**src/rtl/neuraedge_pkg.sv**
```systemverilog
// -----------------------------------------------------------------------------
// neuraedge_pkg
// Shared constants and stage types for the NeuraEdge requantization path.
//
// Contents:
//   ACCUM_WIDTH / OUT_WIDTH / SCALE_WIDTH / SHIFT_WIDTH : datapath widths
//   PROD_WIDTH   : width of bias-added sum times scale
//   QMIN / QMAX  : output clamp range
//   s2_stage_t   : S2->S3 pipeline register (prod, shift, valid)
//
// Build option: NEURAEDGE_REQUANT_RELU_EN narrows the clamp range to [0, QMAX].
// -----------------------------------------------------------------------------
package neuraedge_pkg;

   localparam int unsigned ACCUM_WIDTH = 32;
   localparam int unsigned OUT_WIDTH   = 8;
   localparam int unsigned SCALE_WIDTH = 16;
   localparam int unsigned SHIFT_WIDTH = 6;
   localparam int unsigned PROD_WIDTH  = ACCUM_WIDTH + 1 + SCALE_WIDTH;

   localparam int QMAX = 127;
`ifdef NEURAEDGE_REQUANT_RELU_EN
   localparam int QMIN = 0;
`else
   localparam int QMIN = -128;
`endif

   typedef struct packed {
      logic signed [PROD_WIDTH-1:0] prod;
      logic        [SHIFT_WIDTH-1:0] shift;
      logic                          valid;
   } s2_stage_t;

endpackage

```
**src/rtl/neuraedge_round_clamp.sv**
```systemverilog
// -----------------------------------------------------------------------------
// neuraedge_round_clamp
// Combinational rounding right shift followed by a clamp to [QMIN, QMAX].
// Rounding is round-half-up (toward +inf): add 1<<(shift-1), then shift
// arithmetically. The addend path is one bit wider than the product.
//
// Ports:
//   i_prod  : signed scaled product
//   i_shift : right-shift amount (0..63)
//   o_data  : clamped signed activation
//   o_sat   : clamped value differs from the rounded value
//
// Build option: NEURAEDGE_REQUANT_RELU_EN -- negative results clamp to 0 and
// are not reported as saturation.
// -----------------------------------------------------------------------------
module neuraedge_round_clamp
   import neuraedge_pkg::*;
(
   input  logic signed [PROD_WIDTH-1:0]  i_prod,
   input  logic        [SHIFT_WIDTH-1:0] i_shift,
   output logic signed [OUT_WIDTH-1:0]   o_data,
   output logic                          o_sat
);

   localparam int unsigned RW = PROD_WIDTH + 1;

   localparam logic signed [RW-1:0] W_QMAX = RW'(QMAX);
   localparam logic signed [RW-1:0] W_QMIN = RW'(QMIN);

   logic signed [RW-1:0] w_addend;
   logic signed [RW-1:0] w_sum;
   logic signed [RW-1:0] w_shifted;

   always_comb begin
      w_addend = '0;
      if (i_shift != '0) begin
         w_addend = {{(RW-1){1'b0}}, 1'b1} << (i_shift - 1'b1);
      end
      w_sum     = {i_prod[PROD_WIDTH-1], i_prod} + w_addend;
      w_shifted = w_sum >>> i_shift;
   end

   always_comb begin
      o_data = w_shifted[OUT_WIDTH-1:0];
      o_sat  = 1'b0;
      if (w_shifted > W_QMAX) begin
         o_data = OUT_WIDTH'(QMAX);
         o_sat  = 1'b1;
      end else if (w_shifted < W_QMIN) begin
         o_data = OUT_WIDTH'(QMIN);
`ifdef NEURAEDGE_REQUANT_RELU_EN
         o_sat  = 1'b0;
`else
         o_sat  = 1'b1;
`endif
      end
   end

endmodule

```
**src/rtl/neuraedge_requant.sv**
```systemverilog
// -----------------------------------------------------------------------------
// neuraedge_requant
// Three-stage valid/ready requantization pipeline downstream of the PE:
//   S1: sum  = accum + bias           (ACCUM_WIDTH+1 bits)
//   S2: prod = sum * scale            (ACCUM_WIDTH+1+SCALE_WIDTH bits)
//   S3: rounding shift + clamp to an OUT_WIDTH activation, tile-last marking
// Configuration (bias/scale/shift) is captured with each element on accept.
//
// Ports:
//   clk, rst_n          : clock, asynchronous active-low reset
//   in_valid/in_ready   : input handshake; in_ready = !(out_valid && !out_ready)
//   in_accum            : signed accumulator
//   cfg_bias/scale/shift: per-element configuration, sampled on accept
//   cfg_tile_len        : outputs per tile (0 = never assert out_last)
//   out_valid/out_ready : output handshake
//   out_data, out_last  : activation and end-of-tile marker
//   stat_clear          : synchronous clear of sat_count (wins over increment)
//   sat_count           : saturating count of clamped output transfers
//
// Build option: NEURAEDGE_REQUANT_RELU_EN (see neuraedge_round_clamp).
// -----------------------------------------------------------------------------
module neuraedge_requant #(
   parameter int unsigned ACCUM_WIDTH = neuraedge_pkg::ACCUM_WIDTH,
   parameter int unsigned OUT_WIDTH   = neuraedge_pkg::OUT_WIDTH,
   parameter int unsigned SCALE_WIDTH = neuraedge_pkg::SCALE_WIDTH,
   parameter int unsigned SHIFT_WIDTH = neuraedge_pkg::SHIFT_WIDTH,
   parameter int unsigned LEN_WIDTH   = 16
) (
   input  logic                          clk,
   input  logic                          rst_n,
   input  logic                          in_valid,
   output logic                          in_ready,
   input  logic signed [ACCUM_WIDTH-1:0] in_accum,
   input  logic signed [ACCUM_WIDTH-1:0] cfg_bias,
   input  logic signed [SCALE_WIDTH-1:0] cfg_scale,
   input  logic        [SHIFT_WIDTH-1:0] cfg_shift,
   input  logic        [LEN_WIDTH-1:0]   cfg_tile_len,
   output logic                          out_valid,
   input  logic                          out_ready,
   output logic signed [OUT_WIDTH-1:0]   out_data,
   output logic                          out_last,
   input  logic                          stat_clear,
   output logic        [15:0]            sat_count
);

   import neuraedge_pkg::*;

   localparam int unsigned SUM_W  = ACCUM_WIDTH + 1;
   localparam int unsigned PROD_W = ACCUM_WIDTH + 1 + SCALE_WIDTH;

   logic w_stall;
   logic w_out_fire;

   // S1 registers
   logic                     r_s1_valid;
   logic signed [SUM_W-1:0]  r_s1_sum;
   logic signed [SCALE_WIDTH-1:0] r_s1_scale;
   logic [SHIFT_WIDTH-1:0]   r_s1_shift;

   // S2 register
   s2_stage_t                r_s2;
   logic signed [PROD_W-1:0] w_prod;

   // S3 / output registers
   logic                     r_out_valid;
   logic signed [OUT_WIDTH-1:0] r_out_data;
   logic                     r_out_last;
   logic                     r_out_sat;
   logic [LEN_WIDTH-1:0]     r_cnt;
   logic [LEN_WIDTH-1:0]     w_cnt_next;
   logic [15:0]              r_sat_count;

   logic signed [OUT_WIDTH-1:0] w_rc_data;
   logic                     w_rc_sat;
   logic                     w_next_last;

   assign w_stall    = r_out_valid & ~out_ready;
   assign w_out_fire = r_out_valid & out_ready;
   assign in_ready   = ~w_stall;

   assign out_valid  = r_out_valid;
   assign out_data   = r_out_data;
   assign out_last   = r_out_last;
   assign sat_count  = r_sat_count;

   // ---------------- S1: bias add ----------------
   always_ff @(posedge clk or negedge rst_n) begin
      if (!rst_n) begin
         r_s1_valid <= 1'b0;
         r_s1_sum   <= '0;
         r_s1_scale <= '0;
         r_s1_shift <= '0;
      end else if (!w_stall) begin
         r_s1_valid <= in_valid;
         if (in_valid) begin
            r_s1_sum   <= SUM_W'(in_accum) + SUM_W'(cfg_bias);
            r_s1_scale <= cfg_scale;
            r_s1_shift <= cfg_shift;
         end
      end
   end

   // ---------------- S2: scale multiply ----------------
   assign w_prod = PROD_W'(r_s1_sum) * PROD_W'(r_s1_scale);

   always_ff @(posedge clk or negedge rst_n) begin
      if (!rst_n) begin
         r_s2 <= '0;
      end else if (!w_stall) begin
         r_s2.valid <= r_s1_valid;
         if (r_s1_valid) begin
            r_s2.prod  <= w_prod;
            r_s2.shift <= r_s1_shift;
         end
      end
   end

   // ---------------- S3: round, clamp, tile marking ----------------
   neuraedge_round_clamp u_round_clamp (
      .i_prod  (r_s2.prod),
      .i_shift (r_s2.shift),
      .o_data  (w_rc_data),
      .o_sat   (w_rc_sat)
   );

   always_comb begin
      w_cnt_next = r_cnt;
      if (w_out_fire) begin
         w_cnt_next = r_out_last ? '0 : r_cnt + LEN_WIDTH'(1);
      end
   end

   // out_last is precomputed against the count the element will see once it
   // becomes the head, so it is a register rather than a path from cfg_tile_len.
   assign w_next_last = r_s2.valid && (cfg_tile_len != '0) &&
                        (w_cnt_next == cfg_tile_len - LEN_WIDTH'(1));

   always_ff @(posedge clk or negedge rst_n) begin
      if (!rst_n) begin
         r_out_valid <= 1'b0;
         r_out_data  <= '0;
         r_out_last  <= 1'b0;
         r_out_sat   <= 1'b0;
      end else if (!w_stall) begin
         r_out_valid <= r_s2.valid;
         r_out_last  <= w_next_last;
         r_out_sat   <= r_s2.valid & w_rc_sat;
         if (r_s2.valid) begin
            r_out_data <= w_rc_data;
         end
      end
   end

   always_ff @(posedge clk or negedge rst_n) begin
      if (!rst_n) begin
         r_cnt <= '0;
      end else begin
         r_cnt <= w_cnt_next;
      end
   end

   always_ff @(posedge clk or negedge rst_n) begin
      if (!rst_n) begin
         r_sat_count <= '0;
      end else if (stat_clear) begin
         r_sat_count <= '0;
      end else if (w_out_fire && r_out_sat && (r_sat_count != '1)) begin
         r_sat_count <= r_sat_count + 16'd1;
      end
   end

endmodule

```
**config.mk**
```make
export PLATFORM = sky130hd
export DESIGN_NAME = neuraedge_requant
export DESIGN_NICKNAME = d
export VERILOG_FILES = /design/src/rtl/neuraedge_pkg.sv /design/src/rtl/neuraedge_round_clamp.sv /design/src/rtl/neuraedge_requant.sv
export SDC_FILE = /design/constraint.sdc
export NUM_CORES = 2
export LEC_CHECK = 0
export BUFFER_PORTS_ARGS = -buffer_cell sky130_fd_sc_hd__buf_4
export CAP_MARGIN = 20
export CORE_ASPECT_RATIO = 0.5
export CORE_UTILIZATION = 46
export DETAILED_ROUTE_END_ITERATION = 7
export SETUP_SLACK_MARGIN = 0.02
export SLEW_MARGIN = 5
export SYNTH_ARGS = -nofsm -noshare
export SYNTH_HDL_FRONTEND = slang
export SYNTH_SLANG_ARGS = --single-unit
```
**constraint.sdc**
```tcl
create_clock -name clk -period 9.9 [get_ports clk]
set_input_delay 0 -clock clk [delete_from_list [all_inputs] [get_ports clk]]
set_output_delay 0 -clock clk [all_outputs]
set_load 0.005 [all_outputs]
```
==> After elaboration in Yosys (flattened, before gate mapping) <==
Index checks and enable logic that the tools add are counted.
{ "classes": {"reduce_logical": 10, "mux": 9, "multipliers": 1, "div": 0, "n_shift": 2, "eq_ne": 2, "bitwise": 5, "n_lt_le_gt_ge": 2, "n_addsub": 6} }
{ "op_table": {"columns": ["cell", "n"], "rows": [
  ["$mux W16", 4],
  ["$add A50 B50 Y50", 1],
  ["$gt A50 B8 Y1 const B", 1],
  ["$lt A50 B8 Y1 const B", 1],
  ["$mux W50", 1],
  ["$shl A1 B6 Y50 const A", 1],
  ["$sshr A50 B6 Y50", 1],
  ["$mul A33 B16 Y49", 1],
  ["$add A32 B32 Y33", 1],
  ["$add A16 B1 Y16 const B", 2],
  ["$eq A16 B16 Y1", 1],
  ["$mux W8", 2],
  ["$ne A16 B16 Y1 const B", 1],
  ["$reduce_bool A16 Y1", 1],
  ["$sub A16 B1 Y16 const B", 1],
  ["$reduce_and A2 Y1", 3],
  ["$reduce_bool A6 Y1", 1],
  ["$sub A6 B1 Y6 const B", 1],
  ["$logic_and A1 B1 Y1", 4],
  ["$and A1 B1 Y1", 3],
  ["$mux W1", 2],
  ["$not A1 Y1", 2],
  ["$reduce_bool A2 Y1", 1]
]} }
{ "totals": {"rom_bits": 0, "latch_bits": 0, "wordCells": 50, "memories": 0, "register_bits": 155, "ram_bits": 0} }

==> Longest topological paths before layout <==
{ "logic_depth": {"ltp_word": 9, "mapped_depth": 31, "mapped_depth_nobuf": 30} }

==> Modules after synthesis <==
From an unflattened synthesis, not the netlist that was laid out.
{ "hier_totals": {"hier_cells": 4422, "hier_area_um2": 35645.4} }
{ "by_module_without_submodules": {"columns": ["mod", "area_per_inst_um2", "instances", "seq_area_each_um2", "cells_each"], "rows": [
  ["neuraedge_requant", 26476.6, 1, 3878.7, 2945],
  ["neuraedge_round_clamp", 9168.8, 1, 0.0, 1477]
]} }

==> Worst setup path after synthesis <==
OpenSTA, ideal clock, no wires.
{ "synth_timing": {"path_type": "register to register", "from": "reg r_s1_scale[4]", "to": "reg r_s2[53] (netlist bit)", "arrival_ns": 7.630, "path_slack_ns": 2.139, "period_less_slack_ns": 7.761, "setup_time_ns": 0.131, "path_stages_with_launch": 30, "path_cell_list": "dfrtp_1 clkbuf_1 clkbuf_1 nand2_1 fa_1 inv_1 fa_1 inv_1 fa_1 fa_1 fa_1 inv_1 fa_1 ha_1 nor3_1 nand2_1 a2111o_1 a41oi_1 o31ai_1 nor4_1 o41a_1 o21bai_1 o41ai_1 o21bai_1 a21o_1 a221o_1 o31ai_2 o21ai_0 xnor2_1 o21ai_1"} }
{ "synth_between": {"elab_chain_len": 1} }
{ "synth_lines": {"columns": ["element", "line", "source"], "rows": [
  ["start, declared", "neuraedge_requant.sv:57", "logic signed [SCALE_WIDTH-1:0] r_s1_scale;"],
  ["start signal, assigned", "neuraedge_requant.sv:97", "r_s1_scale <= cfg_scale;"],
  ["$mul A33 B16 Y49", "neuraedge_requant.sv:104", "assign w_prod = PROD_W'(r_s1_sum) * PROD_W'(r_s1_scale);"],
  ["end, declared", "neuraedge_requant.sv:61", "s2_stage_t r_s2;"]
]} }
Every way passes these cells.
A chain may end at the register's enable or synchronous reset.

==> Worst setup path in the final report <==
{ "layout_timing": {"from": "reg r_s1_scale[1]", "to": "reg r_s2[53] (netlist bit)"} }
Same word-level chain as after synthesis.

==> run metrics <==
Reg clk slew, reported paths 0.08 ns; Post-DP HPWL 82.6 mm; leading post-synthesis cells by cell area fa_1, dfrtp_1, ha_1; initial antenna violation count 0; simple-gate share of the synthesized area 19.0%; DR WL/cell 20.4 um; first-pass GRT wire length 164 mm; Post-synth ARST share 100%; Area Growth Syn to Fin 8.45%; TNS Setup 0 ns; Yosys top cell area share 29.5%; largest area contributor in the netlist fa_1; CP max stage delay 0.91 ns; Final ANT Viol Nets 0; Final Cycle Share 88.7%; Core Rows 70; grt total ovfl 0; RSZ-0062 raised after global routing no; fillers 6,989; Tot GR Track Use 27.7%; Vias 28,800; worst clock skew roughly 0.02 ns; number of global-route vias before repair 28,700; Die Span X 387 um; H-tree Lvls 4; Sequential Area 3880 um2; CP Capture Type flip-flop; max cap viols 0; most frequent CP cell fa_1; antenna cell count 0; clock sink total roughly 160; Post-Synthesis Cells 4,034; complex-gate fraction of the synthesized area around 15%; Critical Path AT 9.10 ns; Primary FF master, synth dfrtp_1; Final min period roughly 8.8 ns; relative slew slack between 20% and 30%; DIE AREA between 70,000 and 80,000 um2; Num CTS Buffers 17; mux share of post-synthesis cell area roughly 4.6%; worst skew pair latency 0.49 ns; Setup Fix Bufs, Post-CTS 0; crit path launch type flip-flop; Unique masters post-synth around 110; Cell Area, Placed approximately 36,000 um2; DRT iter0 DRCs between 2,000 and 2,500; area of the multi-input gates 27,100 um2; FF+latch count, synth 155; most frequent cells in the layout nand2_1, inv_1, fa_1; vias per cell 5.70; global placement routability congestion 0.943; Peak Freq 0.114 GHz; drt pass-1 iters 8; failing checks design-rule violations; Syn. warnings 0; final instance area 36,900 um2; share of layout cells above drive strength 1 8.81%; Least-Margin Pin Slew between 1 and 1.5 ns; Post-Synth Adder-Cell Area 36.9%; IO Count approximately 130; Worst path slowest cell dfrtp_1; crit-path max FO 22; Die Ht 194 um; root buf cell clkbuf_16; maximum number of pins on one net before global-route repair between 100 and 150; Detailed Route WL approximately 100 mm; final hold vios 0; core area around 73,000 um2; final core utilization between 50 and 60%; Seq/Total Area, Yosys 11.4%; EDFF count, synth 0; syn nets roughly 4,800; Syn Area/Cell 8.43 um2; CP required around 10 ns; most common cell after layout, fill and taps aside nand2_1; CTS Buffer Depth 2; Synth Cell Area 34,000 um2; endpoints failing setup 0; main combinational cell family by area after synthesis adder cells; fin nets between 4,000 and 5,000; IO buf count 133; post_cts resized 0; DR DRC count 2; Hold Path Class input pin to asynchronous set/reset pin; Initial Util between 40% and 50%; status finished, violations left; TritonCTS clock tree done; XOR/XNOR Fraction of Synth Area 4.38%; pins over their slew limit 0; Crit Path Class flip-flop to flip-flop
==> metal layers <==
metal  routed length [um]  GRT usage [%]  up-vias  share of wire, %
met3                 8570           6.36       85               8.3
met4                 1500           5.42        0               1.5
met5                    0              0        -                 0
met1                51100           42.9    14300                50
met2                41700           39.1     1017                41
li1                     -              -    13400                 -
==> registers in the layout, summed over array words and instances, names as in the netlist <==
name,cells
r_s2,56
r_s1_sum,33
r_cnt,16
r_s1_scale,16
sat_count,16
out_data,8
r_s1_shift,6
out_last,1
out_valid,1
r_out_sat,1
r_s1_valid,1
==> area by class of cell <==
class,count,area share (%)
Tap cell,972,3.30
Clock buffer,17,1.15
Clock inverter,15,0.471
Sequential cell,155,10.5
Multi-Input combinational cell,3099,73.5
Inverter,555,5.65
Timing Repair Buffer,245,5.40
==> logic make-up after synthesis <==
logic type | after synthesis
buffers and inverters | 780
flip-flops | 155
AO/OA/AOI/OAI | 740
AND/OR/NAND/NOR | 1354
adder cells (fa/ha/maj) | 702
XOR/XNOR | 167
multiplexers | 136
==> final timing paths <==
check,slack (ns),end,start,cells after the start
worst max-delay path,1.12,r_s2[53],r_s1_scale[1],29
worst min register to register,0.48,out_data[7],out_data[7],2
min in group clk,0.04,r_s1_sum[11],cfg_bias[11],4
worst max register to register,1.12,r_s2[53],r_s1_scale[1],29
max in group asynchronous,8.30,r_s1_sum[24],rst_n,4
worst min-delay path,0.04,r_cnt[14],rst_n,3
==> worst max-delay path, delay by kind of cell, from the launching register on <==
family	cells	cell delay [ns]
DFF	1	0.91
and+or+nand+nor	2	0.45
AOI/OAI and AO/OA	14	3.47
adders and majority gates	7	3.35
buffers and inverters	5	0.25
xor gates and xnor gates	1	0.18
==> what timing repair did <==
action,4_1_cts,5_1_grt
hold buffers,56,0
setup endpoints to repair,0,0
hold endpoints to repair,99,0
==> metrics by stage <==
stage,hold slack [ns],setup WS (ns),std cells
finish,0.0367,1.12,5058
global route,0.0516,0.524,5058
floorplan,-0.296,2.14,4034
CTS,0.000516,1.14,5058
global placement,-0.0693,1.36,4970
detailed placement,-0.0575,1.21,4970
==> Yosys cell counts (21+ instances only) <==
| master | count |
|---|---|
| a211oi_1 | 29 |
| a21o_1 | 55 |
| a21oi_1 | 165 |
| a31oi_1 | 23 |
| and2_1 | 209 |
| buf_2 | 25 |
| clkbuf_1 | 171 |
| dfrtp_1 | 155 |
| fa_1 | 502 |
| ha_1 | 200 |
| inv_1 | 549 |
| mux2_2 | 65 |
| mux2i_1 | 61 |
| nand2_1 | 560 |
| nand2b_1 | 41 |
| nand3_1 | 77 |
| nand4_1 | 46 |
| nor2_1 | 212 |
| nor3_1 | 80 |
| o21a_1 | 26 |
| o21ai_0 | 176 |
| o21bai_1 | 21 |
| o31ai_1 | 23 |
| or3_1 | 24 |
| xnor2_1 | 93 |
| xor2_1 | 72 |
Power is not shown: default switching activity piles up to over one toggle a cycle in this logic, so the estimate is an artifact.
